$ cat src/rtl/packetizer.sv
// packetizer: gathers four independently handshaked fields into one packet on a valid/ready channel.
// Build option PKT_PARITY_EN appends an even-parity bit as packet_o[PKT_W].
module packetizer #(
   parameter int FILTER_WIDTH = 8
) (
   input  logic                      clk,
   input  logic                      rst_n,
   input  logic                      timestep_i,
   input  logic                      timestep_valid,
   output logic                      timestep_ready,
   input  logic                      ifmapb_filter_i,
   input  logic                      ifmapb_filter_valid,
   output logic                      ifmapb_filter_ready,
   input  logic [1:0]                filter_row_i,
   input  logic                      filter_row_valid,
   output logic                      filter_row_ready,
   input  logic [3*FILTER_WIDTH-1:0] data_i,
   input  logic                      data_valid,
   output logic                      data_ready,
`ifdef PKT_PARITY_EN
   output logic [3*FILTER_WIDTH+4:0] packet_o,
`else
   output logic [3*FILTER_WIDTH+3:0] packet_o,
`endif
   output logic                      packet_valid,
   input  logic                      packet_ready
);

   localparam int DW    = 3*FILTER_WIDTH;
   localparam int PKT_W = DW + 4;
`ifdef PKT_PARITY_EN
   localparam int OUT_W = PKT_W + 1;
`else
   localparam int OUT_W = PKT_W;
`endif

   // Member order matches the packet layout, so the struct is the packet body.
   typedef struct packed {
      logic          ts;
      logic          ibf;
      logic [1:0]    row;
      logic [DW-1:0] data;
   } fields_t;

   typedef enum logic {OUT_EMPTY = 1'b0, OUT_FULL = 1'b1} out_st_t;

   fields_t          fld_q, fld_d;
   logic [3:0]       cap_q, cap_d;
   logic [OUT_W-1:0] out_q, out_d;
   out_st_t          st_q, st_d;

   logic [3:0] fvalid, fready, fxfer;
   logic       assemble;

   assign fvalid = {data_valid, filter_row_valid, ifmapb_filter_valid, timestep_valid};

   // Output slot frees up this edge if it is empty or being drained.
   always_comb begin
      assemble = (&cap_q) && ((st_q == OUT_EMPTY) || packet_ready);
      fready   = ~cap_q | {4{assemble}};
      fxfer    = fvalid & fready;
   end

   assign timestep_ready      = fready[0];
   assign ifmapb_filter_ready = fready[1];
   assign filter_row_ready    = fready[2];
   assign data_ready          = fready[3];

   always_comb begin
      fld_d = fld_q;
      if (fxfer[0]) fld_d.ts   = timestep_i;
      if (fxfer[1]) fld_d.ibf  = ifmapb_filter_i;
      if (fxfer[2]) fld_d.row  = filter_row_i;
      if (fxfer[3]) fld_d.data = data_i;

      // A field arriving on the assemble edge starts the next packet.
      cap_d = (assemble ? 4'b0000 : cap_q) | fxfer;

      out_d = out_q;
      st_d  = st_q;
      if (assemble) begin
`ifdef PKT_PARITY_EN
         out_d = {^fld_q, fld_q};
`else
         out_d = fld_q;
`endif
         st_d  = OUT_FULL;
      end else if ((st_q == OUT_FULL) && packet_ready) begin
         st_d  = OUT_EMPTY;
      end
   end

   always_ff @(posedge clk or negedge rst_n) begin
      if (!rst_n) begin
         fld_q <= '0;
         cap_q <= '0;
         out_q <= '0;
         st_q  <= OUT_EMPTY;
      end else begin
         fld_q <= fld_d;
         cap_q <= cap_d;
         out_q <= out_d;
         st_q  <= st_d;
      end
   end

   assign packet_o     = out_q;
   assign packet_valid = (st_q == OUT_FULL);

endmodule

$ cat config.mk
export PLATFORM = sky130hd
export DESIGN_NAME = packetizer
export DESIGN_NICKNAME = d
export VERILOG_FILES = /design/src/rtl/packetizer.sv
export SDC_FILE = /design/constraint.sdc
export NUM_CORES = 1
export LEC_CHECK = 0
export CORE_MARGIN = 5
export CORE_UTILIZATION = 43
export DETAILED_ROUTE_END_ITERATION = 16
export GPL_TIMING_DRIVEN = 0
export PLACE_DENSITY = 0.84
export SLEW_MARGIN = 15
export SYNTH_ARGS = -nofsm -noshare
export SYNTH_HDL_FRONTEND = slang
export SYNTH_SLANG_ARGS = --single-unit
$ cat constraint.sdc
create_clock -name clk -period 1.9 [get_ports clk]
set_input_delay 0.57 -clock clk [delete_from_list [all_inputs] [get_ports clk]]
set_output_delay 0.57 -clock clk [all_outputs]
set_load 0.005 [all_outputs]
After elaboration in Yosys (flattened, before gate mapping)
Cells that the tools add are included.
{"block": "totals", "reg_bits": 61, "latch_bits": 0, "ram_bits": 0, "romBits": 0, "input_bits": 35, "output_inout_bits": 33, "elab_cells": 20, "memories": 0}
{"block": "classes", "n_addsub": 0, "mul": 0, "n_div": 0, "n_lt_le_gt_ge": 0, "eq_ne": 0, "shift": 0, "n_mux": 3, "bitwise_logic": 5, "n_reduce_logical": 5}
{"cell": "4-bit bitwise OR", "count": 2}
{"cell": "4-bit bitwise AND", "count": 1}
{"cell": "4-bit 2-to-1 mux", "count": 1}
{"cell": "4-bit inverter", "count": 1}
{"cell": "4-bit AND reduction", "count": 1}
{"cell": "1-bit logical AND", "count": 2}
{"cell": "1-bit 2-to-1 mux", "count": 2}
{"cell": "2-bit nonzero test", "count": 1}
{"cell": "1-bit logical OR", "count": 1}
{"cell": "1-bit inverter", "count": 1}

Logic depth before layout (Yosys ltp)
Gate-level depths: netlist of the first run.
{"block": "depth", "depth_word": 6, "mapped_depth": 6, "depth_no_buf": 3}

Worst setup path before layout of the first run
No wires, ideal clock.
{"block": "synth_path", "kind": "input-to-output", "start": "input port packet_ready", "end": "output port filter_row_ready", "arrival_time_ps": 1424, "required_time_ps": 1330, "path_slack_ps": -94, "stages": 6, "n_path_buf": 3, "cell_sequence": "nor2b_4 buf_6 or3_4 buf_6 buf_6 nand2_1"}
{"block": "synth_between", "elab_chain_len": 3}
{"element": "start, declared", "line_no": "26", "rtl": "input logic packet_ready"}
{"element": "1-bit logical OR", "line_no": "59", "rtl": "assemble = (&cap_q) && ((st_q == OUT_EMPTY) || packet_ready);"}
{"element": "1-bit logical AND", "line_no": "59"}
{"element": "4-bit bitwise OR", "line_no": "60", "rtl": "fready = ~cap_q | {4{assemble}};"}
{"element": "end, declared", "line_no": "16", "rtl": "output logic filter_row_ready,"}
Every way passes these cells.

Final worst setup path of the first run
{"block": "layout_path", "start": "register cap_q[0]", "end": "output port filter_row_ready"}
{"block": "layout_between", "elab_chain_len": 3}
{"element": "start, declared", "line_no": "48", "rtl": "logic [3:0] cap_q, cap_d;"}
{"element": "start signal, assigned", "line_no": "101", "rtl": "cap_q <= cap_d;"}
{"element": "4-bit AND reduction", "line_no": "59"}
{"element": "1-bit logical AND", "line_no": "59"}
{"element": "4-bit bitwise OR", "line_no": "60"}
Every way passes these cells.

==> results.sh, run 1 <==
export IMPL_drv_slew=0
export IMPL_antenna_found_initial=0
export IMPL_maxSlewHeadroom=0.4970
export IMPL_fin_tns_setup_ns=-0.6348
export IMPL_critPathRequiredTime_ns=1.33
export IMPL_arrival_ns=1.54
export IMPL_switchingPower_mw=2.098
export IMPL_finalSetupViolations=4
export IMPL_rsz0062_at_grt="true"
export IMPL_regArea_um2=1529
export IMPL_yosysMostFrequentCell="dfrtp_1"
export IMPL_cts_buffer_depth=2
export IMPL_grt_max_degree=62
export IMPL_insertion_delay_ns=0.33
export IMPL_synth_top_cell_area_share=0.6004
export IMPL_peakVddDrop_mv=1.103
export IMPL_clockPowerShare=0.167
export IMPL_fin_cells=338
export IMPL_power_density_nw_per_um2=1951
export IMPL_synth_seq_cells=61
export IMPL_postRouteAntennaNets=0
export IMPL_grt_total_usage=0.1523
export IMPL_ys_types=26
export IMPL_final_layout_size_suffix_gt1_frac=0.3992
export IMPL_grt_overflow=0
export IMPL_cts_htree_levels=3
export IMPL_min_period_over_period=1.113
export IMPL_synth_commonest_cells="dfrtp_1 (61), mux2_2 (36), mux2_4 (13), nand2_1 (11), nand3_1 (5)"
export IMPL_avgRoutedWirePerCell_um=16.03
export IMPL_swShare=0.2962
export IMPL_core_area_um2=5851
export IMPL_yosysSeqAreaShare=0.6004
export IMPL_outcome="complete, but fails checks"
export IMPL_io_pins=68
export IMPL_max_cap_violations=0
export IMPL_dp_hpwl_mm=3.642
export IMPL_gp_congestion=0.7001
export IMPL_nets=293
export IMPL_cts_tree="yes"
export IMPL_fill_cells=453
export IMPL_num_antenna_cells=0
export IMPL_synth_main_ff_cell="dfrtp_1"
export IMPL_start_kind="flip-flop"
export IMPL_fin_ws_ns=-0.2140
export IMPL_path_class="reg -> out"
export IMPL_hold_path_class="in -> async"
export IMPL_path_clk_slew_ns=0.07
export IMPL_dr_first_iter_drc_count=109
export IMPL_initial_utilization=0.4346
export IMPL_ctsHoldBuffers=0
export IMPL_tightest_slew_ns=0.7545
export IMPL_violations="setup timing"
export IMPL_die_w_um=86.90
export IMPL_io_buffers=66
export IMPL_combPwrFrac=0.500
export IMPL_p_leak_nw=1.638
export IMPL_grt_pass1_wl_mm=8.728
export IMPL_yosysTopAreaCell="dfrtp_1"
export IMPL_synthTopCellsByArea="dfrtp_1 (60%), mux2_2 (16%), mux2_4 (7.7%)"
export IMPL_hold_viol=0
export IMPL_drc=0
export IMPL_skew_ns=0.008211
export IMPL_area_delta_synth_final_pct=42.81
export IMPL_dp_slack_ns=-1.121
export IMPL_placed_cells=308
export IMPL_cts_num_sinks=61
export IMPL_p_int_mw=4.985
export IMPL_async_reset_ff_frac=1.000
export IMPL_wirelength_mm=5.418
export IMPL_syn_area_um2=2542
export IMPL_syn_nets=202
export IMPL_vias_per_cell=4.914
export IMPL_critPathMaxFanout=7
export IMPL_dieArea_um2=7551
export IMPL_ys_warn_count=0
export IMPL_fp_dieH_um=86.90
export IMPL_grt_pass1_vias=1731
export IMPL_min_period_ns=2.114
export IMPL_syn_inst=167
export IMPL_rows=28
export IMPL_max_freq_ghz=0.4730
export IMPL_pwr_share_seq=0.333
export IMPL_first_pass_iters=4
export IMPL_reg2reg_slack_ns=0.08
export IMPL_avgSynthCellArea_um2=15.22
export IMPL_multiInputGateArea_um2=947.2
export IMPL_end_kind="primary output"
export IMPL_synth_edff_count=0
export IMPL_dr_total_vias=1661
export IMPL_cts_buffers=9
export IMPL_cts_root_buf="clkbuf_8"
critical path: stages, from the launching register on:
cell and delay (ns):
dfrtp_2 0.41, nand2_4 0.10, or3_4 0.42, buf_8 0.14
nand2_2 0.06, buf_6 0.08
layer usage:
layer,vias to the layer above,share of wire,global-route usage
met4,0,0.0087,0.04533
met5,-,0,0
li1,780,-,-
met3,6,0.065,0.06528
met1,828,0.44,0.2018
met2,47,0.49,0.2271
cell usage in the layout, fill, tap and decap left out, types with 3 or more instances in the layout:
cell and count:
mux2_1 3, buf_2 7, buf_6 4, clkdlybuf4s50_1 58, nand2b_1 3, mux2_2 36, inv_1 3, mux2_4 13
clkinv_2 3, buf_4 14, a21o_1 4, dfrtp_1 59, nand2_1 7, nand3_1 4, nand2_2 4, o311ai_0 4
clkbuf_8 12
cells by family (layout without fill, tap and decap cells):
| kind of cell | Yosys count | in the layout | share of synthesized area |
|---|---|---|---|
| AOI/OAI and AO/OA | 13 | 13 | 0.05118 |
| DFF | 61 | 61 | 0.6004 |
| buffers and inverters | 13 | 109 | 0.03592 |
| and+or+nand+nor | 26 | 26 | 0.05512 |
| muxes | 54 | 54 | 0.2574 |
final timing paths:
check                                          from  cells past startpoint                  endpoint
min reg2reg                    fld_q[2]$_DFFE_PN0P_                      1      fld_q[2]$_DFFE_PN0P_
min                                           rst_n                      1  packet_o[13]$_DFFE_PN0P_
min in group clk               fld_q[2]$_DFFE_PN0P_                      1      fld_q[2]$_DFFE_PN0P_
max reg2reg                packet_valid$_DFFE_PN0P_                      5     fld_q[19]$_DFFE_PN0P_
max                              cap_q[0]$_DFF_PN0_                      5          filter_row_ready
max in group asynchronous                     rst_n                      1        cap_q[1]$_DFF_PN0_
power groups by stage:
stage          clock network [mW]  logic, mW  registers [mW]
3_3_place_gp                    0       3.20            2.35
2_1_floorplan                   0       2.04            2.33
4_1_cts                      1.22       3.39            2.36
6_report                     1.19       3.54            2.36
3_5_place_dp                    0       3.30            2.39
5_1_grt                      1.29       3.83            2.45
cell type report:
type	instances	share of cell area
Sequential cell	61	0.4211
Multi-Input combinational cell	93	0.2609
Timing Repair Buffer	83	0.2157
Clock buffer	12	0.04549
Tap cell	75	0.02584
Buffer	7	0.01551
Clock inverter	4	0.01241
Inverter	3	0.003101
timing repair:
| item | in CTS | in global routing |
|---|---|---|
| buffers inserted | 8 | 7 |
| gates resized for setup | 24 | 12 |
| endpoints found under the setup margin | 47 | 25 |
| pin swaps | 3 | 4 |
| gates cloned | 0 | 2 |
registers in the layout, summed over array words and instances (netlist names):
register / flops
cap_q: 4
packet_o: 28
packet_valid: 1
fld_q: 28
through the flow:
stage / utilization / instance area, um2 / hold slack, ns / total power [mW]
after global placement: 0.5654 / 3308 / 0.4641 / 5.548
final: 0.6206 / 3631 / 0.3049 / 7.084
after global routing: 0.6206 / 3631 / 0.3625 / 7.578
after floorplan: - / 2554 / 0.2744 / 4.369
after detailed placement: 0.5650 / 3306 / 0.4733 / 5.684
after CTS: 0.6067 / 3550 / 0.3314 / 6.964
No activity file was read; power rests on OpenSTA's default activity.
==> run 2: changes to the inputs <==
ABC_CLOCK_PERIOD_IN_PS = 1900   (was unset)
==> results of run 2 <==
Final layout, timing and power as in run 1 (identical DEF).
==> run 3: changes to the inputs <==
MAX_ROUTING_LAYER = met4   (was unset)
RECOVER_POWER = 50   (was unset)
==> run 3 against run 2 <==
  * The run still ends with setup timing left
  * Via count down 0.48%
  * Clock power about the same
  * Register-to-register slack worse by 0.10 ns
  * Die area unchanged
  * Cell area down 0.31%
  * Sequential cell count unchanged
  * Worst setup slack worse by 0.0029 ns
  * Largest power group unchanged
  * Highest routed layer unchanged
  * Critical path type unchanged
  * Clock skew up 0.00057 ns
  * Clock-buffer cell count unchanged
  * Non-clock buffer count unchanged
==> results.sh, run 3 (same netlist as run 1, synthesis figures left out) <==
export IMPL_drc=0
export IMPL_dr_first_iter_drc_count=93
export IMPL_crit_chain="nand2_4, or3_4, buf_8, nand2_2, buf_6"
export IMPL_dieArea_um2=7551
export IMPL_post_route_util=0.6187
export IMPL_p_leak_nw=1.631
export IMPL_met1Wirelength_mm=2.467
export IMPL_die_w_um=86.90
export IMPL_rows=28
export IMPL_nets=293
export IMPL_postRouteAntennaNets=0
export IMPL_cts_tree="yes"
export IMPL_insertion_delay_ns=0.33
export IMPL_max_freq_ghz=0.4724
export IMPL_critical_path_buf_inv_count=2
export IMPL_io_buffers=66
export IMPL_min_period_over_period=1.114
export IMPL_rsz0062_at_grt="true"
export IMPL_outcome="complete, but fails checks"
export IMPL_final_layout_size_suffix_gt1_frac=0.3916
export IMPL_mostFrequentLayoutCells="dfrtp_1 (59), clkdlybuf4s50_1 (58), mux2_2 (36)"
export IMPL_slowest_stage="or3_4"
export IMPL_core_area_um2=5851
export IMPL_area_delta_synth_final_pct=42.37
export IMPL_pwr_share_seq=0.333
export IMPL_cts_root_buf="clkbuf_8"
export IMPL_fill_cells=457
export IMPL_swShare=0.2963
export IMPL_combPwrFrac=0.499
export IMPL_fp_dieH_um=86.90
export IMPL_avgRoutedWirePerCell_um=16.00
export IMPL_grt_max_degree=62
export IMPL_peakVddDrop_mv=1.103
export IMPL_first_pass_iters=4
export IMPL_top_layer="met4"
export IMPL_num_antenna_cells=0
export IMPL_cts_htree_levels=3
export IMPL_fin_ws_ns=-0.2169
export IMPL_arrival_ns=1.55
export IMPL_grt_overflow=0
export IMPL_vias_per_cell=4.891
export IMPL_maxSlewHeadroom=0.01511
export IMPL_clockPowerShare=0.168
export IMPL_power_density_nw_per_um2=1953
export IMPL_max_cap_violations=0
export IMPL_placed_cells=308
export IMPL_path_clk_slew_ns=0.07
export IMPL_hold_viol=0
export IMPL_grt_total_usage=0.1568
export IMPL_violations="setup timing"
export IMPL_critPathMaxFanout=7
export IMPL_initial_utilization=0.4346
export IMPL_switchingPower_mw=2.095
export IMPL_critical_path_top_delay_family="simple AND/OR/NAND/NOR gates"
export IMPL_wl_met2_mm=2.630
export IMPL_min_period_ns=2.117
export IMPL_end_kind="primary output"
export IMPL_dp_slack_ns=-1.121
export IMPL_hold_path_class="reg -> reg"
export IMPL_grt_pass1_vias=1732
export IMPL_drv_slew=0
export IMPL_io_pins=68
export IMPL_final_common_cell="dfrtp_1"
export IMPL_antenna_found_initial=0
export IMPL_critPathRequiredTime_ns=1.33
export IMPL_max_stage_delay_ns=0.42
export IMPL_cts_buffers=9
export IMPL_skew_ns=0.008785
export IMPL_wirelength_mm=5.408
export IMPL_gp_congestion=0.7078
export IMPL_grt_pass1_wl_mm=8.707
export IMPL_cts_num_sinks=61
export IMPL_finalSetupViolations=14
export IMPL_tightest_slew_ns=1.477
export IMPL_fin_cells=338
export IMPL_met3_length_um=260
export IMPL_p_int_mw=4.975
export IMPL_cts_buffer_depth=2
export IMPL_fin_total_pwr_mw=7.070
export IMPL_dr_total_vias=1653
export IMPL_start_kind="flip-flop"
export IMPL_dp_hpwl_mm=3.642
export IMPL_path_class="reg -> out"
## run 3: area by class of cell
type	count	area, um2	area share
clock inverter	4	45.04	0.01244
multi-input combinational	93	942.2	0.2603
buffer	7	56.30	0.01555
tap	75	93.84	0.02592
inverter	3	11.26	0.003111
clock buffer	12	165.2	0.04563
sequential	61	1529	0.4224
timing repair buffer	83	777.0	0.2147
## run 3: what timing repair did
item,4_1_cts,5_1_grt
setup buffers,8,7
setup endpoints to repair,47,25
gates resized for setup,24,12
cloned,0,2
pin swaps,3,4
hold buffers,0,0
## run 3: power by group through the flow
| stage | registers (mW) | logic, mW | clock network (mW) |
|---|---|---|---|
| after floorplan | 2.33 | 2.04 | 0 |
| after global placement | 2.35 | 3.20 | 0 |
| after detailed placement | 2.39 | 3.30 | 0 |
| after CTS | 2.36 | 3.39 | 1.22 |
| after global routing | 2.45 | 3.81 | 1.29 |
| final | 2.36 | 3.52 | 1.19 |
## run 3: worst paths after layout
check / startpoint / to / slack (ns) / cells after the start
min in group asynchronous: rst_n / packet_o[13]$_DFFE_PN0P_ / 0.59 / 1
hold / removal: fld_q[2]$_DFFE_PN0P_ / fld_q[2]$_DFFE_PN0P_ / 0.48 / 1
setup reg to reg: packet_valid$_DFFE_PN0P_ / fld_q[19]$_DFFE_PN0P_ / -0.02 / 5
hold reg to reg: fld_q[2]$_DFFE_PN0P_ / fld_q[2]$_DFFE_PN0P_ / 0.48 / 1
max in group asynchronous: rst_n / cap_q[1]$_DFF_PN0_ / 0.34 / 1
setup / recovery: cap_q[0]$_DFF_PN0_ / filter_row_ready / -0.22 / 5
## run 3: layer usage
layer / GRT usage / vias to the layer above
met3: 0.05487 / 6
met1: 0.2080 / 822
li1: - / 781
met4: 0.04533 / 0
met5: - / -
met2: 0.2277 / 44
## run 3: through the flow
stage	hold slack (ns)	TNS [ns]	area, um2
2_1_floorplan	0.2744	-0.09969	2554
3_3_place_gp	0.4641	-130.89	3308
3_5_place_dp	0.4733	-28.72	3306
4_1_cts	0.3314	-0.9541	3550
5_1_grt	0.4971	-3.135	3620
6_report	0.4823	-0.8138	3620
==> edit 1 (settings of run 2) <==
Build with the macro `PKT_PARITY_EN` defined.
--- a/src/rtl/packetizer.sv
+++ b/src/rtl/packetizer.sv
@@ -1,5 +1,7 @@
 // packetizer: gathers four independently handshaked fields into one packet on a valid/ready channel.
 // Build option PKT_PARITY_EN appends an even-parity bit as packet_o[PKT_W].
+`define PKT_PARITY_EN
+
 module packetizer #(
    parameter int FILTER_WIDTH = 8
 ) (
Ports: changed (resized packet_o); port bits go from 68 to 69. The function was not compared with the original's and may differ.
==> edit 1 against run 2 <==
- sequential cell count increased by 1
- cell area increased by 0.69%
- total power increased by 19%
- register-to-register slack improved by 0.07 ns
- synthesized area increased by 1.3%
- count of clock-buffer cells in the layout unchanged
- setup slack improved by 0.26 ns
- routed wire length decreased by 9.1%
==> edit 1: results (changes against run 2) <==
Layout
  • Antenna diode count: 0 (unchanged)
  • Number of flip-flops under the largest register name: 29
  • Final net count: 287 (-2.0%)
  • Fillers: 463 (+2.2%)
  • Layout cells sized above 1: 0.3658 (-0.03348)

Yosys
  • Ranking of synthesized cells by area: dfrtp_1, mux2_2, xnor2_1
  • Yosys warns: 0 (unchanged)
  • Post-synth cell types: 15 (-42%)
  • Most frequent cells after synthesis: dfrtp_1, mux2_2, xnor2_1
  • Post-Syn Nets: 202 (unchanged)
  • Async SR Flop Fraction: 1.000 (unchanged)
  • Seq/Total Area, Yosys: 0.6025 (+0.002133)

Global routing
  • Global route overflow: 0 (unchanged)
  • First-pass GRT wire length: 8100 um (-7.2%)
  • M3 GR Usage: 0.03879 (-0.02649)
  • Largest net degree at the start of global routing: 63 (+1.6%)
  • Vias in the first global route: 1,675 (-3.2%)
  • Initial antenna violation count: 0 (unchanged)
  • Global-route usage over all layers: 0.1415 (-0.01077)
  • GR Util met1: 0.1750 (-0.02681)
  • Grt met2 use: 0.2288 (+0.001714)

Status
  • Outcome: finished, final reports clean

Pwr
  • Lkg Pwr: 1.563 nW (-4.6%)
  • Internal Power: 5.894 mW (+18%)
  • VDD IR max: 1.250 mV (+13%)

Worst setup path
  • Critical path fanouts, max: 5 (-2)
  • Data arrival time of the critical path: 1.28 ns (-0.26 ns)
  • Crit path max-delay family: simple AND/OR/NAND/NOR gates
  • Crit-path max cell delay: 0.23 ns (-0.19 ns)
  • Reg2reg path depth: 7 (+2)
  • Crit-path slowest cell: dlygate4sd2_1

Placed design
  • Worst slack at placement: -0.6609 ns (+0.4600 ns)
  • Hpwl dp: 3480 um (-4.5%)
  • Port buffer count: 68 (+3.0%)
  • DP Area: 0.003347 mm^2 (+1.2%)
  • Routability-driven placement congestion ratio: 0.7560 (+8.0%)

Detailed routing
  • Final wirelength: 4925 um (-9.1%)
  • Vias per cell: 4.762 (-3.1%)
  • First drt pass iteration count: 4 (unchanged)
  • Initial DRC count: 33 (-70%)

STA
  • Final setup fails: 0 (-4)
  • Fin. Hold Viols: 0 (unchanged)
  • Skew final: 0.008916 ns (+0.0007050 ns)
  • Slew @ Worst Pin: 0.7588 ns (+0.004269 ns)

Min path
  • Hold Crit Class: in2async

Clocking
  • CTS clock-pin slew for the worst setup and hold paths: 0.07 ns (about the same)
  • CTS max path bufs: 2 (unchanged)
  • Worst-skew pair later-pin latency: 0.32 ns
  • CTS H-tree depth: 3 (unchanged)
  • Root buf cell: clkbuf_8
  • CTS buffer count: 9 (unchanged)
## edit 1: per-stage QoR
stage	util	cells
2_1_floorplan	-	167
3_3_place_gp	0.5691	310
3_5_place_dp	0.5687	310
4_1_cts	0.6193	331
5_1_grt	0.6212	332
6_report	0.6212	332
## edit 1: layer usage
| metal | vias up | wire length (um) |
|---|---|---|
| met5 | - | 0 |
| met3 | 10 | 307 |
| met1 | 782 | 2075 |
| li1 | 741 | - |
| met2 | 48 | 2457 |
| met4 | 0 | 85 |
## edit 1: kinds of logic after synthesis
family	share of synthesized area
DFF	0.6025
muxes	0.2449
xor gates and xnor gates	0.09864
and+or+nand+nor	0.03548
buffers and inverters	0.01652
AOI/OAI and AO/OA	0.001942
## edit 1: repair_timing
item / in CTS / in global routing
buffers inserted: 5 / 2
pin swaps: 4 / 1
resized for setup: 31 / 1
setup endpoints to repair: 24 / 4
## edit 1: path summary, 6_finish.rpt
check | from | end | slack (ns)
worst min-delay path | rst_n | packet_o[25] | 0.31
worst max register to register | cap_q[0] | fld_q[21] | 0.15
worst min register to register | packet_o[28] | packet_o[28] | 0.50
worst max-delay path | packet_ready | data_ready | 0.05
max in group asynchronous | rst_n | fld_q[14] | 1.08
min in group clk | packet_o[28] | packet_o[28] | 0.50
## edit 1: layout make-up
class                           count  area share
Sequential cell                    62      0.4244
Multi-Input combinational cell     99      0.2799
Timing Repair Buffer               75      0.2009
Clock buffer                       12     0.03970
Tap cell                           75     0.02567
Clock inverter                      4     0.01916
Buffer                              5     0.01027
## edit 1: power by group through the flow
stage	sequential (mW)	combinational (mW)	clock [mW]
CTS	2.53	4.71	1.27
floorplan	2.46	3.03	0
global route	2.62	5.07	1.33
global placement	2.49	4.34	0
finish	2.52	4.67	1.23
detailed placement	2.53	4.44	0
## edit 1: worst register-to-register path, delay by kind of cell (launching register included)
family / cells / cell delay [ns]
buffers and inverters: 2 / 0.32
flip-flops: 1 / 0.41
multiplexers: 1 / 0.35
AND/OR/NAND/NOR: 4 / 0.55
==> edit 2 (config.mk and constraints of run 2) <==
Without the edit above. Reset style: synchronous (`rst_n`), changed in one clocked block.
--- a/src/rtl/packetizer.sv
+++ b/src/rtl/packetizer.sv
@@ -90,7 +90,7 @@
       end
    end
 
-   always_ff @(posedge clk or negedge rst_n) begin
+   always_ff @(posedge clk) begin
       if (!rst_n) begin
          fld_q <= '0;
          cap_q <= '0;
Function: differs if rst_n is asserted again (counterexample within 4 cycles, from zero or initial values and one cycle with rst_n low); with rst_n held inactive, the same outputs for 10 cycles.
==> edit 2 against run 2 <==
- sequential cell count stayed put
- routed wire length is 22% higher
- core utilization is 0.086 points lower
- first-iteration DRC count is 42% higher
- sequential share of layout area is 8.2 points lower
- register-to-register slack better by 0.19 ns
- cell area is 0.14% lower
- setup slack better by 0.22 ns
- synthesized area is 0.34% higher
- non-clock buffer count is 15 higher
- critical path type unchanged
Power is not compared: it rests on default switching activity, and its combinational part moved more than twofold at a synthesized area within 25%.
==> edit 2: results (changes against run 2) <==
Status
  • Outcome: finished, final reports clean

Yosys
  • Seq/Total Area, Yosys: 0.4787 (-0.1217)
  • Post-synth cell types: 27 (+3.8%)
  • Post-Syn Nets: 316 (+56%)
  • Most frequent cells after synthesis: dfxtp_1, nand2_1, o21ai_0
  • Async SR Flop Fraction: 0 (-1.000)

Global routing
  • M3 GR Usage: 0.05109 (-0.01419)
  • Vias in the first global route: 2,348 (+36%)
  • GR Util met1: 0.2199 (+0.01804)
  • Largest net degree at the start of global routing: 11 (-82%)
  • First-pass GRT wire length: 10,930 um (+25%)

Layout
  • Inverters: 4 (+1)
  • Final net count: 406 (+39%)
  • Buffer share of cell area: 0.2536 (+0.02240)
  • Fraction of area in multi-input gates: 0.3282 (+0.06730)
  • Seq area share: 0.3392 (-0.08189)
  • Clock-cell share: 0.04900 (-0.008892)
  • Fillers: 520 (+15%)
  • Multi-input gates: 190 (+100%)

Placed design
  • Placed Cells incl. Taps: 422 (+37%)
  • DP Area: 0.003307 mm^2 (about the same)
  • Worst slack at placement: -1.051 ns (+0.07014 ns)
  • Hpwl dp: 4495 um (+23%)
  • Routability-driven placement congestion ratio: 0.7797 (+11%)

Worst setup path
  • Crit path from: cap_q[0]
  • Data arrival time of the critical path: 1.33 ns (-0.21 ns)
  • Crit path max-delay family: flip-flops
  • Critical path fanouts, max: 4 (-3)
  • Crit-path max cell delay: 0.33 ns (-0.09 ns)
  • Crit Reg-Reg Endpoint: fld_q[5]
  • Crit-path slowest cell: dfxtp_2
  • Register-to-register setup slack: 0.27 ns (+0.19 ns)

Detailed routing
  • Vias per cell: 5.087 (+3.5%)
  • Initial DRC count: 155 (+42%)

STA
  • Slew margin rel.: 0.6671 (+0.1701)
  • Skew final: 0.003868 ns (-0.004343 ns)
edit 2: cell types whose count changed after synthesis, sizes merged, moves of 24 or more:
| cell | run 2 | this run |
|---|---|---|
| a21boi | 0 | 33 |
| dfrtp | 61 | 0 |
| dfxtp | 0 | 61 |
| mux2 | 52 | 0 |
| mux2i | 2 | 28 |
| nand2 | 12 | 56 |
| nand3 | 5 | 29 |
| o21ai | 0 | 29 |
edit 2: routing by layer:
metal  wire length [um]  vias up
met5                  0        -
met4                 99        0
met3                448        9
met2               3236       74
met1               2805     1071
li1                   -     1135
edit 2: worst max-delay path by stage:
stage / slack [ns] / depth (start not counted) / end
finish: 0.005 / 5 / filter_row_ready
global route: -0.06 / 5 / filter_row_ready
CTS: -0.009 / 5 / ifmapb_filter_ready
detailed placement: -1.05 / 7 / filter_row_ready
global placement: -1.06 / 7 / filter_row_ready
floorplan: 0.06 / 5 / filter_row_ready
edit 2: tightest hold or removal path, cell delays in order, from the launching register on:
cell,delay (ns)
dfxtp_1,0.31
nand2_1,0.05
mux2i_1,0.05
